`config.mk`:
```
export PLATFORM = sky130hd
export DESIGN_NAME = rf_wb_arbiter
export DESIGN_NICKNAME = d
export VERILOG_FILES = /design/src/rtl/rf_wb_arbiter.sv
export SDC_FILE = /design/constraint.sdc
export NUM_CORES = 1
export LEC_CHECK = 0
export BUFFER_PORTS_ARGS = -buffer_cell sky130_fd_sc_hd__buf_2
export CORE_MARGIN = 4
export CORE_UTILIZATION = 32
export CTS_BUF_LIST = sky130_fd_sc_hd__clkbuf_16
export CTS_CLUSTER_SIZE = 8
export DETAILED_ROUTE_END_ITERATION = 8
export SLEW_MARGIN = 5
export SYNTH_ARGS = -nofsm -noshare
export SYNTH_HDL_FRONTEND = slang
export SYNTH_SLANG_ARGS = --single-unit
```
`constraint.sdc`:
```
create_clock -name clk_i -period 2.6 [get_ports clk_i]
set_input_delay 0.13 -clock clk_i [delete_from_list [all_inputs] [get_ports clk_i]]
set_output_delay 0.13 -clock clk_i [all_outputs]
set_load 0.02 [all_outputs]
```
`src/rtl/rf_wb_arbiter.sv`:
```
// rf_wb_arbiter: merges the ALU and LSU writeback requests onto the single
// register-file write port. It also keeps a scoreboard of the registers that
// outstanding loads have reserved, so the ALU cannot overwrite them out of
// order.
module rf_wb_arbiter #(
  parameter int unsigned MAX_WAIT = 3
) (
  input  logic        clk_i,
  input  logic        rst_ni,
  input  logic        alu_valid_i,
  input  logic [4:0]  alu_addr_i,
  input  logic [31:0] alu_data_i,
  output logic        alu_ready_o,
  input  logic        lsu_valid_i,
  input  logic [4:0]  lsu_addr_i,
  input  logic [31:0] lsu_data_i,
  output logic        lsu_ready_o,
  input  logic        lsu_rsv_i,
  input  logic [4:0]  lsu_rsv_addr_i,
  output logic        rf_we_o,
  output logic [4:0]  rf_waddr_o,
  output logic [31:0] rf_wdata_o,
  output logic [31:0] pending_o
);

  localparam logic [3:0] WAIT_LIMIT = 4'(MAX_WAIT);

  logic [31:0] pending;
  logic [31:0] pending_nxt;
  logic [3:0]  wait_cnt;
  logic        rf_from_lsu;
  logic        alu_elig;
  logic        lsu_elig;
  logic        alu_grant;
  logic        lsu_grant;

  // Eligibility and arbitration: the ALU wins by default, and a starved LSU wins at the limit.
  always_comb begin
    alu_elig  = rst_ni && alu_valid_i &&
                !((alu_addr_i != 5'd0) && pending[alu_addr_i]);
    lsu_elig  = rst_ni && lsu_valid_i;
    lsu_grant = lsu_elig && (!alu_elig || (wait_cnt == WAIT_LIMIT));
    alu_grant = alu_elig && !lsu_grant;
  end

  assign alu_ready_o = alu_grant;
  assign lsu_ready_o = lsu_grant;
  assign pending_o   = pending;

  // Next scoreboard value. The clear is applied first so that a set in the same cycle wins.
  always_comb begin
    pending_nxt = pending;
    if (rf_we_o && rf_from_lsu)
      pending_nxt[rf_waddr_o] = 1'b0;
    if (lsu_rsv_i)
      pending_nxt[lsu_rsv_addr_i] = 1'b1;
    pending_nxt[0] = 1'b0;
  end

  // Scoreboard register.
  always_ff @(posedge clk_i) begin
    if (!rst_ni) pending <= '0;
    else         pending <= pending_nxt;
  end

  // Starvation counter: counts refused LSU cycles, saturating, and clears on an LSU grant.
  always_ff @(posedge clk_i) begin
    if (!rst_ni)
      wait_cnt <= '0;
    else if (lsu_grant)
      wait_cnt <= '0;
    else if (lsu_valid_i && (wait_cnt != WAIT_LIMIT))
      wait_cnt <= wait_cnt + 4'd1;
  end

  // Registered write port. A grant to x0 consumes the request but writes nothing.
  always_ff @(posedge clk_i) begin
    if (!rst_ni) begin
      rf_we_o     <= 1'b0;
      rf_waddr_o  <= '0;
      rf_wdata_o  <= '0;
      rf_from_lsu <= 1'b0;
    end else if (lsu_grant) begin
      rf_we_o     <= (lsu_addr_i != 5'd0);
      rf_waddr_o  <= lsu_addr_i;
      rf_wdata_o  <= lsu_data_i;
      rf_from_lsu <= 1'b1;
    end else if (alu_grant) begin
      rf_we_o     <= (alu_addr_i != 5'd0);
      rf_waddr_o  <= alu_addr_i;
      rf_wdata_o  <= alu_data_i;
      rf_from_lsu <= 1'b0;
    end else begin
      rf_we_o     <= 1'b0;
      rf_from_lsu <= 1'b0;
    end
  end

endmodule

```
* After elaboration in Yosys (flattened, before gate mapping)
Index checks and enable logic that the tools add are counted.
Operators by class: multiplexer cells 15, bitwise gates (word level) 4, equality and inequality tests 2, add/subtract/negate cells 1, reductions and logical operators 18, magnitude comparators 5
Operators by type and width (number):
- two-way mux 32 bit | 4
- AND 32 bit | 1
- inverter 32 bit | 1
- bitwise OR 32 bit | 1
- less-than comparator 5 x 6 -> 1 bit, second input constant | 3
- demux 1 bit (select 5 bit) | 2
- >= comparator 5 x 1 -> 1 bit, second input constant | 2
- logical AND 1 bit | 10
- two-way mux 5 bit | 2
- nonzero test 5 bit | 2
- two-way mux 1 bit | 6
- binary-select mux 1 bit (select 5 bit) | 1
- adder 4 x 1 -> 4 bit, second input constant | 1
- equality test 4 x 2 -> 1 bit, second input constant | 1
- inequality test 4 x 2 -> 1 bit, second input constant | 1
- logical NOT 1 bit | 3
- nonzero test 2 bit | 1
- OR reduction 2 bit | 1
- logical OR 1 bit | 1
- inverter 1 bit | 1
Word-level totals: input port bits 84, register bits 75, output and inout bits 72, logic and storage cells 52

* Logic depth before layout (Yosys ltp)
Gate-level depths: netlist of run 1.
depth after elaboration 12, gate-level depth with buffers 10, depth with buffers taken out 6

* Least setup slack after synthesis of run 1
Ideal clock, no wire load.
path kind flip-flop to flip-flop, start point reg pending[11] (netlist: pending_o[11]), end point reg rf_wdata_o[10], arrival 2.117 ns, setup time 0.119 ns, path slack 0.365 ns, cell stages (with the launch flop) 9, clock period less this slack 2.235 ns, buffers on the path 2, data required time 2.481 ns, path through dfxtp_1 mux4_2 and2_1 o21ai_2 nand3_4 a211o_1 buf_2 buf_6 o221a_2
Between the ends: word-level cells in the longest chain between the ends 11, elaborated cells on any way between the ends 12, classes of those cells mux (3); reduce/logical (9)
RTL lines:
- start, declared | RTL line 28 | logic [31:0] pending;
- start signal, assigned | RTL line 63 | else pending <= pending_nxt;
- binary-select mux 1 bit (select 5 bit) * | RTL line 40 | !((alu_addr_i != 5'd0) && pending[alu_addr_i]);
- two-way mux 1 bit (not written as such) * | RTL line 40
- logical AND 1 bit * | RTL line 40
- logical NOT 1 bit * | RTL line 40
- logical AND 1 bit * | RTL line 39 | alu_elig = rst_ni && alu_valid_i &&
- logical NOT 1 bit | RTL line 42 | lsu_grant = lsu_elig && (!alu_elig || (wait_cnt == WAIT_LIMIT));
- logical OR 1 bit | RTL line 42
- logical AND 1 bit | RTL line 42
- logical NOT 1 bit | RTL line 43 | alu_grant = alu_elig && !lsu_grant;
- logical AND 1 bit | RTL line 43
- nonzero test 2 bit (no line)
- end signal, assigned | RTL line 86 | rf_wdata_o <= lsu_data_i;
- end signal, assigned | RTL line 91 | rf_wdata_o <= alu_data_i;
- end, declared | RTL line 22 | output logic [31:0] rf_wdata_o,
Mark *: on every way between the ends. The rest lies on a longest branch, timed or not. The select of a mux whose other input is x is not followed. A chain may end at the register's enable or synchronous reset.

* Final worst setup path of run 1
start point reg pending[11] (netlist: pending_o[11]), end point out lsu_ready_o
Between the ends: word-level cells in the longest chain between the ends 8
RTL lines:
- binary-select mux 1 bit (select 5 bit) | RTL line 40
- two-way mux 1 bit (not written as such) | RTL line 40
- logical AND 1 bit | RTL line 40
- logical NOT 1 bit | RTL line 40
- logical AND 1 bit | RTL line 39
- logical NOT 1 bit | RTL line 42
- logical OR 1 bit | RTL line 42
- logical AND 1 bit | RTL line 42
- end, declared | RTL line 17 | output logic lsu_ready_o,
No other way between the ends. The select of a mux whose other input is x is not followed.

==> run_results.csv, run 1 <==
group,metric,value,unit
floorplan,die_h,114.5,um
timing,fin_skew,9.406,ps
finish,area_growth,34.33,%
routing,drtPass1Iterations,5,
pwr,p_seq_share,38.6,%
timing,fin_crit,2506,ps
critical_path,start_kind,"flop",
timing,fmax,399.0,MHz
critical_path,path_class,"flop to output port",
synthesis,synthAdderAreaFrac,0.3447,%
synthesis,yosys_warnings,0,
floorplan,core-area,10980,um2
finish,fin_util,44.40,%
pwr,internal-power,2.400,mW
hold_path,hp-class,"input port to flop",
finish,drive_gt1_share,38.88,%
critical_path,critPathCaptureType,"output port",
finish,layout.nets,651,
timing,hold_slack,64.09,ps
timing,setup_viol,0,
cts,cts.path.max_buffers,2,
routing,viasPerCell,5.487,
timing,finalCritPeriodShare,96.40,%
placed_design,port_buffers,154,
grt,grt-ovfl-total,0,
cts,htreeDepth,3,
synthesis,ys_dominant_reg_cell,"dfxtp_1",
pwr,leakagePower,2.100,nW
critical_path,path_max_fanout,11,
cts,cts_made_buffers,9,
cts,root_buffer,"clkbuf_16",
cts,cts_hold_buf,0,
synthesis,synthArstFlopShare,0,%
timing,worst_slew_pin_slew,993.5,ps
routing,drtAntennaViolNets,0,
timing,slew_headroom,33.63,%
critical_path,crit_chain,"mux4_2, and2_1, o21ai_2, nand3_4, o41ai_4, buf_6, nor2_1, buf_2",
synthesis,synth_compound_area_share,34.51,%
pwr,vdd_drop_max,274.9,uV
synthesis,syn-cell-area,3630,um2
synthesis,synth.area.mux_share,4.481,%
grt,grt_max_degree,41,
pwr,powerDensity,681.2,nW/um2
critical_path,r2r_cells,8,
floorplan,start_util,33.05,%
floorplan,fp.dieW,114.5,um
synthesis,synth_seq_area_share,40.81,%
routing,routedWlPerCell,18.14,um
grt,antenna_found_initial,1,
synthesis,syn_inst,424,
cts,clkLatencyLatePin,330,ps
hold_path,min_from,"alu_data_i[29]",
synthesis,synth_top_area_cell,"dfxtp_1",
critical_path,rr_startpoint,"pending_o[11]",
floorplan,pin_count,156,
grt,grt_pass1_wl,20330,um
synthesis,synth_fp_nets,509,
floorplan,rows,38,
synthesis,synth-xor-area-share,0,%
synthesis,synth_top_family_by_area,"compound AO/OA/AOI/OAI gates",
critical_path,cp.required,2470,ps
run,maxCapViolations,0,
routing,drt-total-wl,12930,um
critical_path,path_depth,8,
critical_path,startpoint,"pending_o[11]",
placed_design,finalWeightedCongestion,0.8532,
cts,cts_sinks,74,
floorplan,fp.dieArea,13110,um2
synthesis,synth-edff-count,0,
synthesis,synth.top_cell.area_share,40.81,%
synthesis,synthTopCellsByArea,"dfxtp_1 (41%), o21ai_0 (14%), o221a_2 (9.9%)",
pwr,p_switching,0.9209,mW
synthesis,synthSimpleGateAreaFrac,14.31,%
grt,grt_pass1_vias,3887,
run_status,status,"finished, final reports clean",
finish,n_fill_cell,1100,
pwr,combPwrFrac,18.3,%
routing,drt_drc_violations_left,0,
timing,slew_violations,0,
pwr,swShare,27.73,%
routing,drtIter0Drc,335,
critical_path,cp_slowest_cell,"mux4_2",
synthesis,synth_cell_type_count,43,
pwr,power_frac_clock,43.1,%
critical_path,critPathMaxStageDelay,490,ps
critical_path,cp.arrival,2380,ps
timing,hold_viol_final,0,
routing,vias,3912,
critical_path,crit_buf_inv,2,
placed_design,place_hpwl,9399,um
synthesis,synth_seq_cells,74,
cts,cts_tree,"built",
critical_path,cp_top_family,"compound AO/OA/AOI/OAI gates",
grt,track_usage,19.50,%
synthesis,avgSynthCellArea,8.561,um2
cts,clk_pin_slew_worst_paths,60,ps
hold_path,holdPathStages,2,
==> through the flow <==
stage	instance area, um2	power, mW	instances	TNS, ps	setup slack (ps)
6_report	4876	3.321	713	0	93.72
5_1_grt	4873	3.457	712	-8.959	-8.959
3_3_place_gp	4499	1.897	694	0	330.9
2_1_floorplan	3630	1.662	424	0	364.7
3_5_place_dp	4499	1.905	694	0	270.0
4_1_cts	4860	3.336	711	0	31.23
==> layout by cell type, fill, tap and decap left out, drive strengths merged, types with 4 or more instances in the layout <==
master	n
o221a	36
a21oi	38
nor2	12
inv	4
dfxtp	74
clkbuf	9
mux2i	14
nor3b	6
buf	168
nand2	45
o21ai	106
nand2b	7
nand3	7
==> synth_stat cells, types with 2 or more instances <==
library cell	n
nand2b_1	7
or4_1	3
dfxtp_1	74
and2_1	2
o221a_2	32
clkbuf_1	25
inv_1	3
o221a_1	4
nor2_1	12
nor2b_1	2
a21oi_1	38
nand3_1	6
nor3b_1	6
o21ai_0	105
nand3b_1	3
buf_2	5
nor3_1	3
a211o_1	2
or3_1	2
and3b_1	3
mux2i_1	14
buf_6	5
nand2_1	45
and3_1	2
a22oi_1	3
==> logic make-up (layout without fill, tap and decap cells) <==
logic type | count (synthesis) | in the layout
and+or+nand+nor | 101 | 101
adders and majority gates | 1 | 1
buffers and inverters | 40 | 187
muxes | 15 | 15
DFF | 74 | 74
other | 1 | 3
AOI/OAI and AO/OA | 192 | 192
==> sequential cells by signal, summed over array words and instances, names as in the netlist <==
name / count
wait_cnt: 4
rf_from_lsu: 1
rf_we_o: 1
rf_waddr_o: 5
rf_wdata_o: 32
pending_o: 31
==> routing by layer <==
metal	routed length [um]	global-route usage (%)	part of all wire (%)
met4	150	5.622	1.2
met3	841	5.761	6.5
met5	0	0	0
met1	5483	25.32	42
met2	6458	31.35	50
==> cell type report <==
| cell class | count | area [um2] | area share (%) |
|---|---|---|---|
| clock buffers | 9 | 225.2 | 4.619 |
| well taps | 140 | 175.2 | 3.593 |
| flip-flops and latches | 74 | 1481 | 30.38 |
| repair buffers | 168 | 894.6 | 18.35 |
| clock inverters | 7 | 118.9 | 2.438 |
| diodes | 2 | 5.005 | 0.1026 |
| multi-input cells | 310 | 1964 | 40.29 |
| inverters | 3 | 11.26 | 0.2309 |
==> power by group through the flow <==
stage / Sequential, mW / Combinational (mW) / Clock [mW]
final: 1.28 / 0.607 / 1.43
after global routing: 1.29 / 0.662 / 1.50
after CTS: 1.28 / 0.605 / 1.45
after detailed placement: 1.30 / 0.600 / 0
after global placement: 1.31 / 0.592 / 0
after floorplan: 1.38 / 0.284 / 0
==> timing repair <==
item,in CTS,in global routing
buffers inserted,1,0
pin swaps,1,2
setup endpoints to repair,2,2
resized for setup,1,3
==> path summary, 6_finish.rpt <==
check        slack (ps)              to
max                  90     lsu_ready_o
min                  60  rf_wdata_o[29]
max reg2reg         180     wait_cnt[0]
min reg2reg         500   pending_o[17]
Note: power is estimated with default switching activity, not from simulation.
==> run 2: changes to the inputs <==
--- a/config.mk
+++ b/config.mk
@@ -6,7 +6,7 @@
 export NUM_CORES = 1
 export LEC_CHECK = 0
 export BUFFER_PORTS_ARGS = -buffer_cell sky130_fd_sc_hd__buf_2
-export CORE_MARGIN = 4
+export CORE_MARGIN = 2
 export CORE_UTILIZATION = 32
 export CTS_BUF_LIST = sky130_fd_sc_hd__clkbuf_16
 export CTS_CLUSTER_SIZE = 8
==> run 2 against run 1 <==
Net effect:
- setup slack better by 120 ps
- total power down 2.9%
- clock power down 6%
- clock skew down 2.5 ps
- sequential power about the same
- die area down 6.9%
- wire length down 2.7%
- hold slack worse by 8.5 ps
- sequential share of layout area up 0.32 points
- critical path type unchanged
- largest cell class unchanged
- largest power group unchanged
- highest routed layer unchanged
==> run_results.csv, run 2 (synthesis gave the netlist of run 1 again) <==
group,metric,value,unit
cts,cts_sinks,74,
pwr,combPwrFrac,18.7,%
timing,finalCritPeriodShare,91.81,%
critical_path,critPathMaxStageDelay,460,ps
critical_path,cp_slowest_cell,"mux4_2",
timing,worst_slew_pin_slew,864.6,ps
timing,slew_headroom,42.24,%
routing,drtPass1Iterations,5,
pwr,swShare,28.78,%
pwr,leakagePower,2.071,nW
grt,grt_max_degree,39,
floorplan,fp.dieArea,12210,um2
timing,hold_slack,55.56,ps
critical_path,cp_top_family,"compound AO/OA/AOI/OAI gates",
cts,clkLatencyLatePin,340,ps
pwr,p_seq_share,39.6,%
critical_path,cp.arrival,2260,ps
placed_design,port_buffers,154,
cts,ctsResizeCount,0,
critical_path,crit_buf_inv,1,
hold_path,hp-class,"input port to flop",
cts,root_buffer,"clkbuf_16",
critical_path,path_class,"flop to output port",
grt,grt_pass1_wl,19760,um
finish,area_growth,32.92,%
timing,fmax,418.9,MHz
timing,slew_violations,0,
pwr,internal-power,2.298,mW
placed_design,place_hpwl,9055,um
timing,fin_skew,6.949,ps
critical_path,path_max_fanout,4,
placed_design,finalWeightedCongestion,0.8628,
finish,layout.nets,649,
pwr,vdd_drop_max,286.8,uV
finish,largest_reg_flops,32,
cts,cts_made_buffers,9,
floorplan,die_h,110.5,um
finish,final_common_cell,"buf_2",
grt,track_usage,20.00,%
timing,rsz0062_at_grt,"false",
routing,drt-total-wl,12590,um
critical_path,start_kind,"flop",
grt,grt_pass1_vias,3742,
cts,htreeDepth,3,
floorplan,start_util,33.19,%
routing,routedWlPerCell,17.73,um
routing,drtAntennaViolNets,0,
floorplan,fp.dieW,110.5,um
pwr,powerDensity,668.7,nW/um2
cts,cts_tree,"built",
finish,final_cell_area,4825,um2
critical_path,critPathCaptureType,"output port",
timing,fin_crit,2387,ps
routing,drtIter0Drc,324,
run,maxCapViolations,0,
finish,drive_gt1_share,38.31,%
floorplan,core-area,10940,um2
grt,antenna_found_initial,0,
routing,viasPerCell,5.477,
grt,grt-ovfl-total,0,
finish,fin_util,44.12,%
critical_path,cp.required,2470,ps
timing,hold_viol_final,0,
finish,top_register,"rf_wdata_o",
pwr,p_switching,0.9284,mW
cts,post_cts_buffers,0,
timing,setup_viol,0,
finish,layout_common_cells,"buf_2 (154), o21ai_0 (105), dfxtp_1 (74), nand2_1 (45), a21oi_1 (38)",
pwr,power_frac_clock,41.6,%
cts,cts_hold_buf,0,
cts,clk_pin_slew_worst_paths,60,ps
placed_design,placed_cell_area,4504,um2
floorplan,rows,38,
routing,vias,3889,
floorplan,pin_count,156,
critical_path,crit_chain,"mux4_2, and2_1, o21ai_2, nand3_4, o41ai_4, nor2_1, buf_2",
timing,finalSetupTns,0,ps
routing,drt_drc_violations_left,0,
finish,n_fill_cell,1064,
cts,cts.path.max_buffers,2,
run_status,status,"finished, final reports clean",
-- run 2: path summary, 6_finish.rpt --
check	from	to	slack, ps	cells past startpoint
setup / recovery	pending_o[9]	lsu_ready_o	210	7
setup reg to reg	pending_o[9]	rf_we_o	310	7
hold / removal	alu_data_i[12]	rf_wdata_o[12]	60	2
hold reg to reg	pending_o[12]	pending_o[12]	490	2
-- run 2: through the flow --
step	instances	total power [mW]	setup slack (ps)
CTS	709	3.253	205.3
global route	709	3.372	102.5
global placement	693	1.897	360.9
finish	710	3.226	213.0
floorplan	424	1.662	364.7
detailed placement	693	1.905	282.5
-- run 2: metal layers --
layer  routed length (um)  track usage [%]
met1                 5264            25.74
met2                 5759            31.49
met3                 1315            6.915
met4                  247            6.250
met5                    0                0
-- run 2: worst register-to-register path: stages (launching register included) --
cell	delay [ps]
dfxtp_1	340
mux4_2	460
and2_1	180
o21ai_2	180
nand3_4	120
o41ai_4	380
buf_4	340
mux2i_1	230
-- run 2: power groups by stage --
| stage | clock network [mW] | registers, mW | logic [mW] |
|---|---|---|---|
| after global placement | 0 | 1.30 | 0.594 |
| after detailed placement | 0 | 1.30 | 0.604 |
| after floorplan | 0 | 1.38 | 0.284 |
| final | 1.34 | 1.28 | 0.603 |
| after global routing | 1.43 | 1.29 | 0.653 |
| after CTS | 1.37 | 1.28 | 0.605 |
-- run 2: area by class of cell --
cell class	count	area (um2)	share of cell area (%)
inverter	3	11.26	0.2334
timing repair buffer	166	885.9	18.36
sequential	74	1481	30.71
clock inverter	7	92.59	1.919
tap	140	175.2	3.631
clock buffer	9	225.2	4.668
antenna	1	2.502	0.05187
multi-input combinational	310	1951	40.43
==> run 3: changes to the inputs <==
--- a/config.mk
+++ b/config.mk
@@ -7,10 +7,11 @@
 export LEC_CHECK = 0
 export BUFFER_PORTS_ARGS = -buffer_cell sky130_fd_sc_hd__buf_2
 export CORE_MARGIN = 2
-export CORE_UTILIZATION = 32
+export CORE_UTILIZATION = 42
 export CTS_BUF_LIST = sky130_fd_sc_hd__clkbuf_16
 export CTS_CLUSTER_SIZE = 8
 export DETAILED_ROUTE_END_ITERATION = 8
+export PLACE_DENSITY = 0.72
 export SLEW_MARGIN = 5
 export SYNTH_ARGS = -nofsm -noshare
 export SYNTH_HDL_FRONTEND = slang
==> run 3 against run 2 <==
Net effect:
- setup slack got worse by 92 ps
- critical path depth increased by 1
- total power is 5.7% lower
- cell area down 2.3%
- maximum frequency down 3.7%
- largest cell class unchanged
==> run_results.csv, run 3 (synthesis gave the netlist of run 1 again) <==
group,metric,value,unit
critical_path,cp.arrival,2350,ps
finish,drive_gt1_share,37.70,%
placed_design,place_hpwl,8341,um
pwr,swShare,28.39,%
critical_path,startpoint,"pending_o[11]",
cts,cts_hold_buf,0,
run_status,status,"finished, final reports clean",
pwr,power_frac_clock,38.5,%
cts,root_buffer,"clkbuf_16",
grt,grt_pass1_wl,18780,um
routing,drtIter0Drc,306,
critical_path,rr_startpoint,"pending_o[11]",
pwr,vdd_drop_max,331.7,uV
critical_path,path_max_fanout,38,
critical_path,path_class,"flop to output port",
timing,rsz0062_at_grt,"false",
finish,ff_latch_area,1481,um2
run,maxCapViolations,0,
critical_path,cp_slowest_cell,"mux4_2",
timing,setup_viol,0,
floorplan,die_h,96.97,um
timing,fmax,403.4,MHz
critical_path,start_kind,"flop",
finish,multi_input_area,1956,um2
timing,slew_headroom,36.51,%
cts,clk_pin_slew_worst_paths,60,ps
timing,slew_violations,0,
pwr,leakagePower,2.053,nW
floorplan,pin_count,156,
cts,cts.path.max_buffers,2,
pwr,p_seq_share,42.1,%
placed_design,finalWeightedCongestion,0.9007,
grt,track_usage,24.27,%
floorplan,rows,33,
critical_path,critPathMaxStageDelay,460,ps
grt,grt_max_degree,45,
timing,hold_viol_final,0,
timing,worst_slew_pin_slew,950.3,ps
pwr,p_switching,0.8639,mW
finish,largest_reg_flops,32,
grt,antenna_found_initial,0,
routing,vias,3927,
pwr,post-layout-total-power,3.043,mW
finish,n_fill_cell,781,
finish,layout_common_cells,"buf_2 (153), o21ai_0 (105), dfxtp_1 (74), nand2_1 (45), a21oi_1 (38)",
cts,cts_sinks,74,
finish,layout.nets,646,
routing,drt-total-wl,11870,um
floorplan,fp.dieArea,9402,um2
pwr,powerDensity,645.6,nW/um2
routing,routedWlPerCell,17.71,um
critical_path,cp_top_family,"compound AO/OA/AOI/OAI gates",
routing,drt_drc_violations_left,0,
grt,grt-ovfl-total,0,
routing,viasPerCell,5.861,
critical_path,crit_chain,"mux4_2, and2_1, o21ai_2, nand3_4, a211o_1, buf_12, nor2_1, buf_4",
hold_path,min_from,"alu_data_i[20]",
timing,fin_crit,2479,ps
grt,grt_pass1_vias,3713,
floorplan,start_util,43.74,%
floorplan,core-area,8299,um2
pwr,internal-power,2.179,mW
floorplan,fp.dieW,96.97,um
cts,clkLatencyLatePin,330,ps
placed_design,port_buffers,154,
finish,area_growth,29.85,%
timing,finalCritPeriodShare,95.34,%
cts,cts_made_buffers,9,
cts,htreeDepth,3,
critical_path,cp.required,2470,ps
cts,cts_tree,"built",
hold_path,hp-class,"input port to flop",
critical_path,crit_buf_inv,2,
routing,drtAntennaViolNets,0,
timing,fin_skew,7.196,ps
critical_path,critPathCaptureType,"output port",
pwr,combPwrFrac,19.4,%
timing,finalSetupTns,0,ps
finish,top_register,"rf_wdata_o",
finish,final_common_cell,"buf_2",
finish,antenna_cells,0,
routing,drtPass1Iterations,5,
run 3: cell type report:
type / instances / share of cell area (%)
clock buffers: 9 / 4.778
clock inverters: 6 / 1.088
inverters: 3 / 0.2389
multi-input cells: 310 / 41.49
flip-flops and latches: 74 / 31.43
well taps: 105 / 2.787
repair buffers: 163 / 18.18
run 3: final timing paths:
check / cells after the start / slack [ps] / to
setup / recovery: 8 / 120 / alu_ready_o
hold / removal: 2 / 60 / rf_wdata_o[20]
setup reg to reg: 7 / 270 / rf_we_o
hold reg to reg: 2 / 500 / pending_o[9]
run 3: what timing repair did:
action	CTS	global route
resized for setup	0	6
buffers inserted	0	0
endpoints found under the setup margin	0	2
run 3: power by group through the flow:
stage	registers (mW)	logic (mW)	clock network, mW
floorplan	1.38	0.284	0
global placement	1.30	0.566	0
detailed placement	1.30	0.580	0
CTS	1.28	0.582	1.18
global route	1.29	0.639	1.24
finish	1.28	0.590	1.17
run 3: metrics by stage:
step	setup slack, ps	std cells	hold slack, ps	utilization [%]	instance area (um2)
final	121.2	670	61.37	56.79	4713
after floorplan	364.7	424	303.6	-	3630
after global placement	267.4	655	392.4	53.17	4413
after global routing	0.8900	670	55.87	56.79	4713
after CTS	28.34	670	58.99	56.51	4690
after detailed placement	271.2	655	398.5	53.17	4413
run 3: routing by layer:
| layer | global-route usage [%] | wire, um |
|---|---|---|
| met2 | 39.00 | 5974 |
| met1 | 32.72 | 4896 |
| met4 | 7.909 | 214 |
| met3 | 4.913 | 784 |
| met5 | 0 | 0 |
